===== config.mk =====
export PLATFORM = sky130hd
export DESIGN_NAME = adc_sample_seq
export DESIGN_NICKNAME = d
export VERILOG_FILES = /design/src/rtl/adc_pkg.sv /design/src/rtl/adc_tick_gen.sv /design/src/rtl/adc_sample_seq.sv
export SDC_FILE = /design/constraint.sdc
export NUM_CORES = 1
export LEC_CHECK = 0
export ABC_AREA = 0
export BUFFER_PORTS_ARGS = -buffer_cell sky130_fd_sc_hd__buf_2
export CAP_MARGIN = 5
export CORE_MARGIN = 1
export CORE_UTILIZATION = 32
export CTS_CLUSTER_SIZE = 25
export DETAILED_ROUTE_END_ITERATION = 8
export HOLD_SLACK_MARGIN = 0.03
export SETUP_SLACK_MARGIN = 0.05
export SKIP_LAST_GASP = 1
export SLEW_MARGIN = 15
export SYNTH_ARGS = -nofsm -noshare
export SYNTH_HDL_FRONTEND = slang
export SYNTH_HIERARCHICAL = 1
export SYNTH_SLANG_ARGS = --single-unit

===== constraint.sdc =====
create_clock -name clk -period 9 [get_ports clk]
set_clock_uncertainty 0.2 [all_clocks]
set_input_delay 1.8 -clock clk [delete_from_list [all_inputs] [get_ports clk]]
set_output_delay 1.8 -clock clk [all_outputs]
set_load 0.005 [all_outputs]

===== src/rtl/adc_pkg.sv =====
// adc_pkg: shared state encoding and sizing helpers for the ADC sample sequencer.
package adc_pkg;
  typedef enum logic [1:0] {IDLE, WAIT, START, CONV} state_e;
  localparam int OSR_MAX_LOG2 = 7;
  function automatic int acc_width(input int adc_width);
    return adc_width + OSR_MAX_LOG2;
  endfunction
endpackage


===== src/rtl/adc_tick_gen.sv =====
// adc_tick_gen: free-running period counter that flags one tick per wrap while enabled.
module adc_tick_gen (
  input  logic        clk,
  input  logic        rst_n,
  input  logic        en,
  input  logic [15:0] period,
  output logic        tick
);
  logic [15:0] cnt_q, cnt_d, pmax;
  always_comb begin
    pmax = (period == 16'd0) ? 16'd1 : period;
    // >= rather than == so a live period decrease cannot strand the counter
    tick = en && (cnt_q >= pmax - 16'd1);
    cnt_d = (!en || tick) ? 16'd0 : cnt_q + 16'd1;
  end
  always_ff @(posedge clk or negedge rst_n)
    if (!rst_n) cnt_q <= '0;
    else cnt_q <= cnt_d;
endmodule


===== src/rtl/adc_sample_seq.sv =====
// adc_sample_seq: paces SAR conversions, averages 2^osr samples and presents results on valid/ready.
module adc_sample_seq
  import adc_pkg::*;
#(
  parameter int ADC_WIDTH = 8,
  parameter int TIMEOUT   = 64
) (
  input  logic                 clk,
  input  logic                 rst_n,
  input  logic                 en,
  input  logic [15:0]          period,
  input  logic [2:0]           osr_log2,
  output logic                 adc_start,
  input  logic                 adc_eoc,
  input  logic                 adc_den,
  input  logic [ADC_WIDTH-1:0] adc_dout,
  output logic                 res_valid,
  input  logic                 res_ready,
  output logic [ADC_WIDTH-1:0] res_data,
  output logic                 timeout,
  output logic                 overrun,
  output logic                 tick_miss,
  input  logic                 clr_flags
);
  localparam int AW = acc_width(ADC_WIDTH);
  localparam int TW = $clog2(TIMEOUT);
  state_e               state_q, state_d;
  logic [AW-1:0]        acc_q, acc_d, sum;
  logic [7:0]           cnt_q, cnt_d;
  logic [2:0]           osr_q, osr_d;
  logic [TW-1:0]        tmr_q, tmr_d;
  logic                 start_q, start_d, valid_q, valid_d, timeout_q, timeout_d;
  logic                 overrun_q, overrun_d, miss_q, miss_d;
  logic [ADC_WIDTH-1:0] data_q, data_d;
  logic                 tick, full, new_res;
  adc_tick_gen u_tick (.clk(clk), .rst_n(rst_n), .en(en), .period(period), .tick(tick));
  always_comb begin
    state_d   = state_q;
    acc_d     = acc_q;
    cnt_d     = cnt_q;
    osr_d     = osr_q;
    tmr_d     = tmr_q;
    timeout_d = 1'b0;
    new_res   = 1'b0;
    start_d   = en && (state_q == START);
    sum       = acc_q + AW'(adc_dout);
    full      = (cnt_q + 8'd1) == (8'd1 << osr_q);
    if (!en) begin
      state_d = IDLE;
      acc_d   = '0;
      cnt_d   = '0;
    end else begin
      unique case (state_q)
        IDLE:  state_d = WAIT;
        WAIT:  state_d = tick ? START : WAIT;
        START: begin
          state_d = CONV;
          tmr_d   = '0;
          osr_d   = (cnt_q == 8'd0) ? osr_log2 : osr_q;
        end
        CONV: begin
          tmr_d = tmr_q + TW'(1);
          if (adc_eoc && adc_den) begin
            state_d = WAIT;
            acc_d   = full ? '0 : sum;
            cnt_d   = full ? 8'd0 : cnt_q + 8'd1;
            new_res = full;
          end else if (tmr_q == TW'(TIMEOUT - 1)) begin
            state_d   = WAIT;
            timeout_d = 1'b1;
          end
        end
        default: state_d = IDLE;
      endcase
    end
    data_d    = new_res ? ADC_WIDTH'(sum >> osr_q) : data_q;
    valid_d   = new_res | (valid_q & ~res_ready);
    overrun_d = (overrun_q & ~clr_flags) | (new_res & valid_q & ~res_ready);
    miss_d    = (miss_q & ~clr_flags) | (tick & (state_q != WAIT));
  end
  always_ff @(posedge clk or negedge rst_n)
    if (!rst_n) begin
      state_q   <= IDLE;
      acc_q     <= '0;
      cnt_q     <= '0;
      osr_q     <= '0;
      tmr_q     <= '0;
      start_q   <= 1'b0;
      valid_q   <= 1'b0;
      data_q    <= '0;
      timeout_q <= 1'b0;
      overrun_q <= 1'b0;
      miss_q    <= 1'b0;
    end else begin
      state_q   <= state_d;
      acc_q     <= acc_d;
      cnt_q     <= cnt_d;
      osr_q     <= osr_d;
      tmr_q     <= tmr_d;
      start_q   <= start_d;
      valid_q   <= valid_d;
      data_q    <= data_d;
      timeout_q <= timeout_d;
      overrun_q <= overrun_d;
      miss_q    <= miss_d;
    end
  assign adc_start = start_q;
  assign res_valid = valid_q;
  assign res_data  = data_q;
  assign timeout   = timeout_q;
  assign overrun   = overrun_q;
  assign tick_miss = miss_q;
endmodule


# Yosys cells after proc, flatten, opt, wreduce, memory -nomap -nowiden
# Index checks and enable logic that the tools add are counted.
[totals]
ff_bits = 63
latch_bits = 0
ramBits = 0
mem_bits_ro = 0
in_bits = 34
output_inout_bits = 13
wordCells = 75
mem_count = 0
[op_classes]
addsub = 5
mul = 0
n_div = 0
magnitude_cmp = 1
eq_ne = 9
n_shift = 2
muxes = 23
bitwise_logic = 11
reduce_logical = 12
[ops]
columns = ["op", "count"]
rows = [
  ["15-bit 2-to-1 mux", 4],
  ["16-bit 2-to-1 mux", 2],
  ["8-bit 2-to-1 mux", 4],
  ["16-bit by 1-bit adder with 16-bit output (second input constant)", 1],
  ["16-bit greater-or-equal comparator", 1],
  ["16-bit zero test", 1],
  ["16-bit by 1-bit subtractor with 16-bit output (second input constant)", 1],
  ["15-bit by 8-bit adder with 15-bit output", 1],
  ["15-bit by 3-bit >> shifter with 8-bit output", 1],
  ["6-bit one-hot mux with 2 select lines", 1],
  ["8-bit by 1-bit adder with 8-bit output (second input constant)", 1],
  ["8-bit == test", 1],
  ["8-bit zero test", 1],
  ["2-bit 2-to-1 mux", 4],
  ["2-bit one-hot mux with 4 select lines", 1],
  ["1-bit by 3-bit left shift with 8-bit output (first input constant)", 1],
  ["1-bit 2-to-1 mux", 7],
  ["6-bit by 1-bit adder with 6-bit output (second input constant)", 1],
  ["1-bit bitwise AND", 6],
  ["6-bit == test (second input constant)", 1],
  ["2-bit by 1-bit inequality test with 1-bit output (second input constant)", 3],
  ["2-bit == test (second input constant)", 2],
  ["4-bit inequality test (second input constant)", 1],
  ["2-bit AND reduction", 2],
  ["9 further kinds", 14],
]

# Depth between registers and ports, before layout
# Gate-level depths: netlist of the first run.
[logic_depth]
depth_word = 8
depth_mapped = 19
ltp_nobuf = 19

# Cells and area by module
# Netlist of the first run, hierarchy kept.
[by_module_without_submodules]
columns = ["mod", "instances", "cells_each", "area_per_inst_um2", "seq_area_each_um2"]
rows = [
  ["adc_sample_seq", 1, 416, 3691.0, 1176.1],
  ["adc_tick_gen", 1, 160, 1415.1, 400.4],
]

# Least setup slack after synthesis of the first run
# No wires, ideal clock.
[synth_path]
kind = "input to register"
from = "input period[11]"
to = "register state_q[0]"
setup_ns = 0.126
arrival_time_ns = 4.798
t_required_ns = 8.674
slack_ns = 3.876
path_stages = 19
n_path_buf = 0
cell_sequence = "or4_4 > nor2_4 > nand4_1 > nor2b_1 > ha_1 > nand3_1 > nor4_1 > xnor2_1 > ha_1 > and4_1 > nand2_1 > or3_1 > o2111ai_1 > and2_1 > inv_1 > a211oi_1 > nor2_1 > nand2_1 > o21ai_0"
[synth_between]
elab_chain_len = 8
[synth_lines]
columns = ["item", "line", "rtl"]
rows = [
  ["start, declared", "adc_sample_seq.sv:11", "input logic [15:0] period,"],
  ["16-bit zero test", "adc_tick_gen.sv:11", "pmax = (period == 16'd0) ? 16'd1 : period;"],
  ["16-bit 2-to-1 mux (*)", "adc_tick_gen.sv:11", ""],
  ["16-bit by 1-bit subtractor with 16-bit output (*)", "adc_tick_gen.sv:13", "tick = en && (cnt_q >= pmax - 16'd1);"],
  ["16-bit greater-or-equal comparator (*)", "adc_tick_gen.sv:13", ""],
  ["1-bit logical AND (*)", "adc_tick_gen.sv:13", ""],
  ["named net tick", "adc_sample_seq.sv:35", "logic tick, full, new_res;"],
  ["2-bit 2-to-1 mux (*)", "adc_sample_seq.sv:55", "WAIT: state_d = tick ? START : WAIT;"],
  ["2-bit one-hot mux with 4 select lines (*)", "adc_sample_seq.sv:53", "unique case (state_q)"],
  ["2-bit 2-to-1 mux (*)", "adc_sample_seq.sv:48", "if (!en) begin"],
  ["end signal, assigned", "adc_sample_seq.sv:95", "state_q <= state_d;"],
  ["end, declared", "adc_sample_seq.sv:27", "state_e state_q, state_d;"],
]
# The timed path passes the listed nets; every way through them passes the cells marked *.
# A chain may end at the register's enable or synchronous reset.

# Worst setup path after layout of the first run
# Same ends and word-level chain as after synthesis.

==> results of run 1 <==
-- cell type report --
cell class / instances / share of cell area (%)
inverters: 28 / 1.79
clock buffers: 11 / 4.31
flip-flops and latches: 63 / 26.9
multi-input cells: 454 / 56.2
well taps: 211 / 4.50
clock inverters: 5 / 1.77
repair buffers: 51 / 4.57
-- path summary, 6_finish.rpt --
check                                        to  slack, ns
worst max-delay path                 state_q[0]       3.76
worst min-delay path                   acc_q[5]       0.30
worst max register to register      res_data[7]       5.05
worst min register to register         acc_q[5]       0.30
max in group asynchronous       u_tick/cnt_q[2]       6.61
min in group asynchronous              acc_q[6]       1.42
-- power breakdown --
group | internal [mW] | switching, mW
sequential | 0.285 | 0.00236
combinational | 0.0239 | 0.0357
clock | 0.285 | 0.131
-- flip-flops by register name (all words and copies together), names as in the netlist --
register      flops
u_tick/cnt_q     16
res_data          8
acc_q            15
overrun           1
tick_miss         1
cnt_q             8
timeout           1
osr_q             3
adc_start         1
state_q           2
tmr_q             6
res_valid         1
-- critical path, cell delays in order --
cell and delay (ns):
buf_2 0.13, or4_4 0.55, nor2_4 0.14, nand4_1 0.14
nor2b_1 0.19, ha_1 0.24, nand3_1 0.13, nor4_1 0.07
xnor2_1 0.12, ha_1 0.30, and4_1 0.20, nand2_1 0.11
or3_1 0.36, o2111ai_1 0.10, and2_1 0.17, inv_1 0.05
a211oi_1 0.23, nor2_1 0.06, nand2_1 0.06, o21ai_0 0.07
-- cell families after synthesis --
| logic type | count (synthesis) |
|---|---|
| and+or+nand+nor | 228 |
| AOI/OAI and AO/OA | 126 |
| DFF | 63 |
| buffers and inverters | 59 |
| xor gates and xnor gates | 44 |
| adders and majority gates | 33 |
| muxes | 23 |
-- Yosys cell counts, types with 11 or more instances --
cell	count	share of area [%]
clkbuf_1	17	1.2
a32o_1	13	2.5
o21ai_0	19	1.9
and3_1	12	1.5
nand3_1	29	2.8
xor2_1	17	2.9
dfrtp_1	63	31
nand2_1	57	4.2
o22ai_1	12	1.5
nor2_1	41	3.0
xnor2_1	26	4.5
ha_1	32	7.8
a21oi_1	17	1.7
inv_1	26	1.9
nand4_1	12	1.5
nor3_1	21	2.1
buf_2	11	1.1
-- layer usage --
layer	vias up	part of all wire (%)	track usage [%]
li1	2194	-	-
met2	126	47	27.2
met4	0	1.6	6.44
met3	18	4.6	3.51
met5	-	0	0
met1	2218	47	21.9
==> impl_metrics.env, run 1 <==
export IMPL_outcome="completed"
export IMPL_setup_violations_final=0
export IMPL_cp_arrival_ns=5.26
export IMPL_p_leak_nw=2.58
export IMPL_core_rowCount=45
export IMPL_synth_simple_gate_area_share_pct=23.8
export IMPL_start_util_pct=33.2
export IMPL_diodes=0
export IMPL_cts_max_level=3
export IMPL_layout_setup_ws_ns=3.76
export IMPL_hold_class="reg2reg"
export IMPL_worstPathRequired_ns=9.02
export IMPL_fin_area_sq_um=5860
export IMPL_cts_buffers=9
export IMPL_hold_path_startpoint="acc_q[5]"
export IMPL_hpwlAfterDp_mm=9.36
export IMPL_clkSinkCount=63
export IMPL_finalCriticalPeriod_ns=5.24
export IMPL_placed_cells=807
export IMPL_clk_latency_ns=0.34
export IMPL_cts_max_path_buffers=2
export IMPL_synth_top_family_by_area="simple AND/OR/NAND/NOR gates"
export IMPL_cts_clk_slew_worst_paths_ns=0.05
export IMPL_layoutNonFillerInstCount=823
export IMPL_rr_startpoint="osr_q[1]"
export IMPL_area_growth_pct=14.8
export IMPL_final_layout_size_suffix_gt1_share_pct=18.0
export IMPL_die_area_sq_um=16500
export IMPL_final_antenna_net_count=0
export IMPL_muxShareOfSynthArea_pct=6.08
export IMPL_yosys_most_used_dff="dfrtp_1"
export IMPL_timing_fmax_mhz=191
export IMPL_synth_fp_nets=643
export IMPL_seq_area_frac_synth_pct=30.9
export IMPL_power_density_nw_per_um2=130
export IMPL_peakVddDrop_v=0.0000897
export IMPL_nets=674
export IMPL_final_max_slew_violation_count=0
export IMPL_placed_area_sq_um=5510
export IMPL_place_congestion=0.910
export IMPL_cts_resized_gates=0
export IMPL_pre_cts_slack_ns=3.43
export IMPL_rsz0062_at_grt="false"
export IMPL_die_x_microns=128
export IMPL_hold_violations=0
export IMPL_core_sq_um=15400
export IMPL_synth_edf_count=0
export IMPL_synthXorXnorAreaFrac_pct=7.91
export IMPL_overflow=0
export IMPL_first_global_vias=4468
export IMPL_ys_ff_latch=63
export IMPL_portBuffers=46
export IMPL_postSynth_asyncResetShare_pct=100
export IMPL_vias_per_cell=5.54
export IMPL_finalCoreUtilization_pct=38.1
export IMPL_finalSetupTns_ns=0
export IMPL_worstSetupPathType="in2reg"
export IMPL_cts_tree="done"
export IMPL_synth_compound_area_share_pct=18.3
export IMPL_postCtsSetupRepairBufs=0
export IMPL_die_h_microns=128
export IMPL_routed_wl_mm=12.8
export IMPL_grt_pass1_wl_mm=21.9
export IMPL_synth_warnings=6
export IMPL_regArea_sq_um=1580
export IMPL_min_path_cells=1
export IMPL_synth_cells=576
export IMPL_cts_root_buf="clkbuf_16"
export IMPL_multi_input_area_sq_um=3290
export IMPL_yosysUniqueCellTypes=85
export IMPL_drt_pass1_iterations=5
export IMPL_io_pins=47
export IMPL_synth_area_sq_um=5110
export IMPL_drtIter0Drc=287
export IMPL_cts_hold_fix_buffers=0
export IMPL_slew_headroom_pct=44.6
export IMPL_worst_pin_slew_ns=0.832
export IMPL_start_kind="primary input"
export IMPL_grt_use_total_pct=16.8
export IMPL_num_fill_cells=1520
export IMPL_finalCritPeriodShare_pct=58.2
export IMPL_vias=4556
export IMPL_cap_violations=0
export IMPL_grt_max_degree=64
export IMPL_reg2regPathDepth=7
export IMPL_syn_area_per_cell_sq_um=8.86
export IMPL_wl_per_cell_microns=15.6
export IMPL_final_common_cell="dfrtp_1"
export IMPL_post_route_drc_count=0
export IMPL_total_power_mw=0.764
export IMPL_path_max_fanout=5
export IMPL_hold_slack_ns=0.296
export IMPL_endpoint_kind="flip-flop"
export IMPL_antenna_found_initial=0
export IMPL_final_cell_mix="dfrtp_1 (63), nand2_1 (57), buf_2 (46)"
export IMPL_worstSetupStartpoint="period[11]"
export IMPL_synth_fa_ha_area_share_pct=8.23
(Power assumes the default switching activity.)
==> run 2, diff against run 1 <==
==> constraint.sdc (replaced) <==
create_clock -name clk -period 4.8 [get_ports clk]
set_clock_uncertainty 0.2 [all_clocks]
set_input_delay 0.96 -clock clk [delete_from_list [all_inputs] [get_ports clk]]
set_output_delay 0.96 -clock clk [all_outputs]
set_load 0.005 [all_outputs]
==> impl_metrics.env, run 2 (synthesis gave the netlist of run 1 again) <==
export IMPL_setup_violations_final=0
export IMPL_clk_latency_ns=0.34
export IMPL_hpwlAfterDp_mm=9.75
export IMPL_cpMaxStageDelayCell="or4_4"
export IMPL_final_antenna_net_count=0
export IMPL_reg_top3="u_tick/cnt_q (16), acc_q (15)"
export IMPL_overflow=0
export IMPL_final_layout_size_suffix_gt1_share_pct=18.6
export IMPL_clkSinkCount=63
export IMPL_drtIter0Drc=286
export IMPL_outcome="completed"
export IMPL_path_cells="buf_2 > or4_4 > nor2_4 > nand4_1 > nor2b_1 > ha_1 > nand3_1 > nor4_1 > xnor2_1 > ha_1 > and4_1 > nand2_1 > or3_1 > o2111ai_1 > and2_1 > inv_1 > a211oi_1 > nor2_1 > nand2_1 > o21ai_0"
export IMPL_worstSetupPathType="in2reg"
export IMPL_final_common_cell="dfrtp_1"
export IMPL_core_sq_um=15400
export IMPL_final_max_slew_violation_count=0
export IMPL_p_leak_nw=2.56
export IMPL_finalSetupTns_ns=0
export IMPL_cts_max_path_buffers=2
export IMPL_area_growth_pct=14.1
export IMPL_drt_pass1_iterations=5
export IMPL_wl_per_cell_microns=15.7
export IMPL_die_x_microns=128
export IMPL_antenna_found_initial=0
export IMPL_post_route_drc_count=0
export IMPL_final_cell_mix="dfrtp_1 (63), nand2_1 (57), buf_2 (46)"
export IMPL_largest_register="u_tick/cnt_q"
export IMPL_largest_register_ffs=16
export IMPL_cts_buffers=9
export IMPL_grt_use_total_pct=17.0
export IMPL_path_delay_family="simple AND/OR/NAND/NOR gates"
export IMPL_grt_pass1_wl_mm=22.0
export IMPL_cts_clk_slew_worst_paths_ns=0.06
export IMPL_path_max_fanout=5
export IMPL_hold_class="reg2reg"
export IMPL_slew_headroom_pct=54.4
export IMPL_die_area_sq_um=16500
export IMPL_die_h_microns=128
export IMPL_power_density_nw_per_um2=218
export IMPL_cts_max_level=3
export IMPL_place_congestion=0.892
export IMPL_peakVddDrop_v=0.000164
export IMPL_nets=679
export IMPL_start_util_pct=33.2
export IMPL_start_kind="primary input"
export IMPL_grt_max_degree=41
export IMPL_timing_fmax_mhz=226
export IMPL_postCtsSetupRepairBufs=0
export IMPL_vias=4518
export IMPL_portBuffers=46
export IMPL_cts_resized_gates=0
export IMPL_first_global_vias=4462
export IMPL_finalCritPeriodShare_pct=92.0
export IMPL_worst_pin_slew_ns=0.682
export IMPL_vias_per_cell=5.46
export IMPL_hold_violations=0
export IMPL_cts_root_buf="clkbuf_16"
export IMPL_cts_hold_fix_buffers=0
export IMPL_cap_violations=0
export IMPL_rsz0062_at_grt="false"
export IMPL_finalCoreUtilization_pct=37.9
export IMPL_critPathMaxStageDelay_ns=0.56
export IMPL_routed_wl_mm=13.0
export IMPL_crit_buf_inv=2
export IMPL_diodes=0
export IMPL_core_rowCount=45
export IMPL_finalCriticalPeriod_ns=4.42
export IMPL_cp_arrival_ns=4.44
export IMPL_cts_tree="done"
export IMPL_io_pins=47
export IMPL_endpoint_kind="flip-flop"
export IMPL_worstPathRequired_ns=4.82
export IMPL_hold_slack_ns=0.299
## run 2: power breakdown
group          leakage, nW  switching [mW]  internal, mW  total [mW]
Sequential           0.874         0.00437         0.535       0.539
Clock                0.128           0.267         0.353       0.620
Combinational         1.56          0.0677        0.0451       0.113
## run 2: final timing paths
check                                start     endpoint  slack (ns)  depth (start not counted)
worst min register to register    acc_q[6]     acc_q[6]        0.30                          1
min in group asynchronous            rst_n     acc_q[6]        0.40                          1
worst max register to register    cnt_q[0]  res_data[5]        1.28                          9
max in group asynchronous            rst_n  res_data[3]        3.03                          2
worst max-delay path            period[11]   state_q[0]        0.38                         20
worst min-delay path              acc_q[6]     acc_q[6]        0.30                          1
## run 2: layout make-up
| class | instances | area [sq um] |
|---|---|---|
| Sequential cell | 63 | 1580 |
| Tap cell | 211 | 264 |
| Clock inverter | 7 | 57.6 |
| Inverter | 28 | 105 |
| Timing Repair Buffer | 56 | 305 |
| Multi-Input combinational cell | 454 | 3290 |
| Clock buffer | 9 | 225 |
| Fill cell | 1519 | 9550 |
## run 2: metal layers
| layer | track usage, % | vias to the layer above | share of wire, % | routed length, microns |
|---|---|---|---|---|
| met5 | 0 | - | 0 | 0 |
| met4 | 7.06 | 0 | 1.9 | 253 |
| met3 | 3.13 | 19 | 5.1 | 662 |
| li1 | - | 2210 | - | - |
| met1 | 22.1 | 2164 | 45 | 5900 |
| met2 | 27.6 | 125 | 48 | 6220 |
## run 2: per-stage QoR
stage          power, mW  cells  worst slack [ns]  area (sq um)
6_report            1.27    828             0.384          5830
2_1_floorplan      0.610    576             0.516          5110
4_1_cts             1.29    828             0.435          5830
5_1_grt             1.32    828             0.185          5830
3_5_place_dp       0.662    812            0.0817          5540
3_3_place_gp       0.657    812             0.175          5540
